[config.mk]
export PLATFORM = sky130hd
export DESIGN_NAME = nonce_sweep_scheduler
export DESIGN_NICKNAME = d
export VERILOG_FILES = /design/src/rtl/nonce_sweep_scheduler.sv
export SDC_FILE = /design/constraint.sdc
export NUM_CORES = 2
export LEC_CHECK = 0
export ABC_AREA = 1
export ABC_CLOCK_PERIOD_IN_PS = 3200
export BUFFER_PORTS_ARGS = -buffer_cell sky130_fd_sc_hd__buf_4
export CAP_MARGIN = 30
export CORE_AREA = 2 2 363 365
export DETAILED_ROUTE_END_ITERATION = 8
export DIE_AREA = 0 0 365 367
export PLACE_DENSITY = 0.56
export SLEW_MARGIN = 20
export SYNTH_ARGS = -nofsm -noshare
export SYNTH_HDL_FRONTEND = slang
export SYNTH_SLANG_ARGS = --single-unit
export TNS_END_PERCENT = 5
[constraint.sdc]
create_clock -name clk -period 3.2 [get_ports clk]
set_clock_uncertainty 0.15 [all_clocks]
set_input_delay 0.32 -clock clk [delete_from_list [all_inputs] [get_ports clk]]
set_output_delay 0.32 -clock clk [all_outputs]
set_load 0.01 [all_outputs]
[src/rtl/nonce_sweep_scheduler.sv]
// Walks an inclusive, possibly wrapping nonce range, issuing one hash-core job per
// nonce and stopping on the first hash strictly below target, exhaustion, abort or timeout.
module nonce_sweep_scheduler #(
    parameter int NONCE_W     = 32,
    parameter int HASH_W      = 256,
    parameter int TIMEOUT_CYC = 1024
) (
    input  logic               clk,
    input  logic               rst_n,
    input  logic               start,
    input  logic               abort,
    input  logic [NONCE_W-1:0] nonce_first,
    input  logic [NONCE_W-1:0] nonce_last,
    input  logic [HASH_W-1:0]  target,
    output logic               core_start,
    output logic [NONCE_W-1:0] core_nonce,
    input  logic               core_valid,
    input  logic [HASH_W-1:0]  core_hash,
    output logic               busy,
    output logic               done,
    output logic               found,
    output logic [NONCE_W-1:0] found_nonce,
    output logic [HASH_W-1:0]  found_hash,
    output logic               timeout_err,
    output logic [NONCE_W-1:0] tried_cnt
);

    localparam logic [2:0] S_IDLE   = 3'd0;
    localparam logic [2:0] S_ISSUE  = 3'd1;
    localparam logic [2:0] S_WAIT   = 3'd2;
    localparam logic [2:0] S_CMP    = 3'd3;
    localparam logic [2:0] S_FINISH = 3'd4;

    localparam int TMO_W = (TIMEOUT_CYC > 2) ? $clog2(TIMEOUT_CYC) : 1;
    localparam logic [TMO_W-1:0] TMO_LAST = TMO_W'(TIMEOUT_CYC - 1);

    logic [2:0]         state_reg;
    logic [NONCE_W-1:0] cur_nonce_reg;
    logic [NONCE_W-1:0] last_reg;
    logic [HASH_W-1:0]  target_reg;
    logic [HASH_W-1:0]  hash_q_reg;
    logic [TMO_W-1:0]   tmo_reg;
    logic               found_reg;
    logic [NONCE_W-1:0] found_nonce_reg;
    logic [HASH_W-1:0]  found_hash_reg;
    logic               timeout_err_reg;
    logic [NONCE_W-1:0] tried_reg;

    always_ff @(posedge clk or negedge rst_n) begin
        if (!rst_n) begin
            state_reg       <= S_IDLE;
            cur_nonce_reg   <= '0;
            last_reg        <= '0;
            target_reg      <= '0;
            hash_q_reg      <= '0;
            tmo_reg         <= '0;
            found_reg       <= 1'b0;
            found_nonce_reg <= '0;
            found_hash_reg  <= '0;
            timeout_err_reg <= 1'b0;
            tried_reg       <= '0;
        end else begin
            case (state_reg)
                S_IDLE: begin
                    if (start) begin
                        cur_nonce_reg   <= nonce_first;
                        last_reg        <= nonce_last;
                        target_reg      <= target;
                        found_reg       <= 1'b0;
                        found_nonce_reg <= '0;
                        found_hash_reg  <= '0;
                        timeout_err_reg <= 1'b0;
                        tried_reg       <= '0;
                        state_reg       <= S_ISSUE;
                    end
                end
                S_ISSUE: begin
                    if (abort) begin
                        state_reg <= S_FINISH;
                    end else begin
                        tmo_reg   <= '0;
                        state_reg <= S_WAIT;
                    end
                end
                S_WAIT: begin
                    tmo_reg <= tmo_reg + TMO_W'(1);
                    // A result landing in the same cycle as abort/timeout is still compared.
                    if (core_valid) begin
                        hash_q_reg <= core_hash;
                        state_reg  <= S_CMP;
                    end else if (abort) begin
                        state_reg <= S_FINISH;
                    end else if (tmo_reg == TMO_LAST) begin
                        timeout_err_reg <= 1'b1;
                        state_reg       <= S_FINISH;
                    end
                end
                S_CMP: begin
                    tried_reg <= tried_reg + NONCE_W'(1);
                    if (hash_q_reg < target_reg) begin
                        found_reg       <= 1'b1;
                        found_nonce_reg <= cur_nonce_reg;
                        found_hash_reg  <= hash_q_reg;
                        state_reg       <= S_FINISH;
                    end else if (cur_nonce_reg == last_reg) begin
                        state_reg <= S_FINISH;
                    end else begin
                        // Natural wrap of the increment gives the modulo-2^N sweep.
                        cur_nonce_reg <= cur_nonce_reg + NONCE_W'(1);
                        state_reg     <= S_ISSUE;
                    end
                end
                S_FINISH: state_reg <= S_IDLE;
                default:  state_reg <= S_IDLE;
            endcase
        end
    end

    assign core_start  = (state_reg == S_ISSUE) && !abort;
    assign core_nonce  = cur_nonce_reg;
    assign busy        = (state_reg != S_IDLE);
    assign done        = (state_reg == S_FINISH);
    assign found       = found_reg;
    assign found_nonce = found_nonce_reg;
    assign found_hash  = found_hash_reg;
    assign timeout_err = timeout_err_reg;
    assign tried_cnt   = tried_reg;

endmodule

# Word-level counts from Yosys, hierarchy flattened

Cells that the tools add are included.

Add/subtract/negate cells: 3
Magnitude comparators: 1
Eq/ne operators: 15
Muxes and demuxes: 28
Reduce and logical (&&, ||, !) cells: 15

Operators with widths:

| operator                | number |
|---|---|
| $mux W256               | 2 |
| $pmux W256 S2           | 1 |
| $lt A256 B256 Y1        | 1 |
| $pmux W32 S2            | 3 |
| $mux W32                | 5 |
| $add A32 B1 Y32 const B | 2 |
| $eq A32 B32 Y1          | 1 |
| $mux W3                 | 7 |
| $pmux W10 S2            | 1 |
| $ne A2 B2 Y1 const B    | 8 |
| $pmux W3 S4             | 1 |
| $add A10 B1 Y10 const B | 1 |
| $eq A10 B10 Y1 const B  | 1 |
| $mux W10                | 1 |
| $reduce_and A2 Y1       | 5 |
| $eq A3 B2 Y1 const B    | 2 |
| $reduce_bool A2 Y1      | 3 |
| $mux W1                 | 5 |
| $reduce_and A5 Y1       | 1 |
| $ne A4 B4 Y1 const B    | 1 |
| $pmux W1 S2             | 2 |
| $reduce_and A4 Y1       | 1 |
| $eq A3 B1 Y1 const B    | 1 |
| $eq A3 B3 Y1 const B    | 1 |
| 5 further kinds         | 5 |

Register bits: 911
Input port bits: 581
Output and inout bits: 357
Logic and storage cells: 73

# Depth between registers and ports, before layout

Word-level depth: 5
Gate-level depth with buffers: 23

# Worst setup path before layout

OpenSTA, ideal clock, no wires.

Path kind: reg-to-reg
Start point: register hash_q_reg[255]
End point: register found_hash_reg[100], in the netlist found_hash[100]
Library setup time: 0.118 ns
Arrival time: 2.125 ns
Setup slack: 0.807 ns
Stages on the path, launching flop included: 15
Period minus slack after synthesis: 2.393 ns
Path through: dfrtp_1 -> ha_1 -> nand4_1 -> nor3_2 -> nand2_1 -> nor4b_2 -> nand2_1 -> nor3_2 -> nand2_1 -> nand3_4 -> inv_2 -> buf_6 -> buf_6 -> nand2_1 -> nand2_1

Cells in the longest elaborated chain, start to end: 3

RTL lines:

| item                               | line | RTL |
|---|---|---|
| start, declared                    | 41   | `logic [HASH_W-1:0] hash_q_reg;` |
| start signal, assigned             | 89   | `hash_q_reg <= core_hash;` |
| $lt A256 B256 Y1                   | 100  | `if (hash_q_reg < target_reg) begin` |
| $ne A2 B2 Y1 (no source line)      | --   |  |
| $reduce_and A3 Y1 (no source line) | --   |  |
| end signal, assigned               | 103  | `found_hash_reg <= hash_q_reg;` |
| end, declared                      | 45   | `logic [HASH_W-1:0] found_hash_reg;` |

No other way between the ends.
A chain may end at the register's enable or synchronous reset.

# Worst setup path after layout

Start point: register hash_q_reg[237]
End point: register found_hash_reg[210], in the netlist found_hash[210]

Same word-level chain as after synthesis.

==> reports/qor.yml <==
outcome:
  status: "complete, no violations"
synthesis:
  synth_nets: 5830
  ys_top_cells_by_count: "nand2_1, dfrtp_1, inv_1"
  synth_area_per_cell_um2: 8.579
  yosysMostFrequentCell: "nand2_1"
  ys_seq_area_frac: 0.5324
  netlist_area_um2: 42820
  synth_area_leaders: "dfrtp_1, nand2_1, ha_1"
  muxShareOfSynthArea: 0.005377
  ys_types: 50
  synth-async-reset-ratio: 1.000
  syn_inst: 4991
  yosys.area_share.adder: 0.07539
  ys_ff_latch: 911
  synth_top_area_cell: "dfrtp_1"
  synth_top_area_frac: 0.5324
  synth_top_family_by_area: "simple AND/OR/NAND/NOR gates"
  yosysWarningCount: 0
  yosys.area_share.simple: 0.2412
  synth_edf_count: 0
  synth_flop_cell: "dfrtp_1"
  synth_compound_area_frac: 0.06914
  synth_xor_area_frac: 0.01002
global_routing:
  grt_max_degree: 175
  gr-total-overflow: 0
  track_usage: 0.2360
  antenna_found_initial: 17
  grt_pass1_vias: 39950
  grt_pass1_wl_mm: 242.8
floorplan:
  dieArea_um2: 134000
  die_w_um: 365
  ios: 938
  core_area_um2: 130500
  die_y_um: 367
  start_util: 0.3282
  num_rows: 133
clocking:
  clkLatencyLatePin_ns: 0.72
  htreeDepth: 3
  numCtsBuffers: 104
  ctsRootBufferMaster: "clkbuf_16"
  clockBufferDepth: 3
  clkSinkCount: 911
  clk_pin_slew_ns: 0.06
  cts_tree: "built"
finish:
  nNetsFinal: 7419
  nFillCells: 12260
  ff_latch_area_um2: 22800
  drive_above_1_share: 0.2187
  area_growth_pct: 48.34
  finalInstanceArea_um2: 63510
  stdcell_count: 8435
  multi_input_area_um2: 17750
routing:
  viasPerCell: 4.800
  postRouteAntennaNets: 0
  first_pass_iters: 5
  routedWlPerCell_um: 19.90
  vias: 40490
  drc_errors: 0
  drtIter0Drc: 3070
  wl_mm: 167.9
timing:
  tns_ns: 0
  fin_crit_ns: 3.135
  hold_viol_final: 0
  period_share: 0.9797
  fmax_ghz: 0.3190
  grt_setup_unrepaired: "yes"
  tightest_slew_ns: 1.180
  slew_violations: 0
  setup_viol: 0
  relSlewSlack: 0.2130
critical_path:
  crit_path_start_kind: "flip-flop"
  critPathSlowestCell: "dfrtp_1"
  cpPeakStageDelay_ns: 0.43
  reg2reg_depth: 13
  cpMostUsedCell: "nand2_2"
  endpoint_kind: "flip-flop"
  critPathKind: "flip-flop to flip-flop"
  crit_chain: "ha_1, nand4_1, nor2_2, nor4b_4, nand2_2, nor3_4, nand2_2, nand3_4, buf_8, buf_16, clkbuf_16, nand3_1, nand2_1"
  worstPathRequired_ns: 3.67
  cp.arrival_ns: 3.61
  critPathMaxFanout: 7
power:
  p_total_mw: 58.04
  ir_worst_vdd_mv: 0.5013
  power.leakage_nw: 33.19
  power_density_nw_per_um2: 913.9
job:
  drv_cap: 0
placement:
  dp_hpwl_mm: 116.4
  dp.cells: 7591
  place_congestion: 0.9121
  placed_area_um2: 52400
  port_buffers: 937
worst_hold_path:
  hp-class: "primary input to async pin"
-- kinds of logic after synthesis --
logic type | Yosys count
muxes | 23
and+or+nand+nor | 2540
DFF | 911
xor gates and xnor gates | 49
buffers and inverters | 634
AOI/OAI and AO/OA | 576
adders and majority gates | 258
-- area by class of cell --
type,count,share of cell area
Sequential cell,911,0.3590
Multi-Input combinational cell,3446,0.2794
Timing Repair Buffer,1722,0.2463
Clock buffer,156,0.04817
Tap cell,1755,0.03457
Inverter,395,0.02370
Clock inverter,37,0.008254
Antenna cell,13,0.0005122
-- through the flow --
stage / hold slack (ns) / setup WS, ns / utilization
after floorplan: -0.1256 / 0.8074 / -
after global placement: 0.2576 / -0.1320 / 0.4016
after detailed placement: 0.2612 / -0.1969 / 0.4016
after CTS: 0.05771 / 0.008228 / 0.4741
after global routing: 0.07021 / -0.1140 / 0.4867
final: 0.06299 / 0.06484 / 0.4868
-- worst max-delay path, delay by kind of cell, from the launching register on --
family / cells / cell delay [ns]
DFF: 1 / 0.43
and+or+nand+nor: 9 / 1.59
adders and majority gates: 1 / 0.32
buffers and inverters: 3 / 0.54
-- cells in the final DEF, fill, tap and decap left out, types with 43 or more instances in the layout --
cell and count:
dlygate4sd3_1 581, o21ai_0 346, ha_1 247, o21ai_1 45, dfrtp_1 907, clkbuf_16 131, nand2_1 1941, inv_1 388
a21oi_1 145, buf_4 1047, buf_12 43, nor2_1 85, nand3_1 318
-- what timing repair did --
| action | in CTS | in global routing |
|---|---|---|
| gates resized for setup | 13 | 184 |
| pin swaps | 0 | 52 |
| setup buffers | 0 | 26 |
| endpoints found under the hold margin | 636 | 0 |
| setup endpoints to repair | 307 | 310 |
| hold buffers | 581 | 0 |
| gates cloned | 0 | 32 |
-- power by group --
| group | internal, mW | switching, mW |
|---|---|---|
| combinational | 10.6 | 14.0 |
| sequential | 16.8 | 4.21 |
| clock | 7.29 | 5.13 |
-- path summary, 6_finish.rpt --
| path | slack, ns | from | end |
|---|---|---|---|
| worst max register to register | 0.06 | hash_q_reg[237] | found_hash[210] |
| worst min register to register | 0.32 | tried_cnt[31] | tried_cnt[31] |
| max in group asynchronous | 1.81 | rst_n | target_reg[54] |
| min in group clk | 0.19 | core_hash[180] | hash_q_reg[180] |
| worst max-delay path | 0.06 | hash_q_reg[237] | found_hash[210] |
| worst min-delay path | 0.06 | rst_n | target_reg[203] |
-- metal layers --
metal	vias to the layer above	GRT usage	share of wire
li1	19180	-	-
met1	19430	0.3088	0.42
met2	1501	0.3853	0.47
met3	361	0.03898	0.060
met4	8	0.09972	0.045
met5	-	0	0.00031
Note: power is estimated with default switching activity, not from simulation.
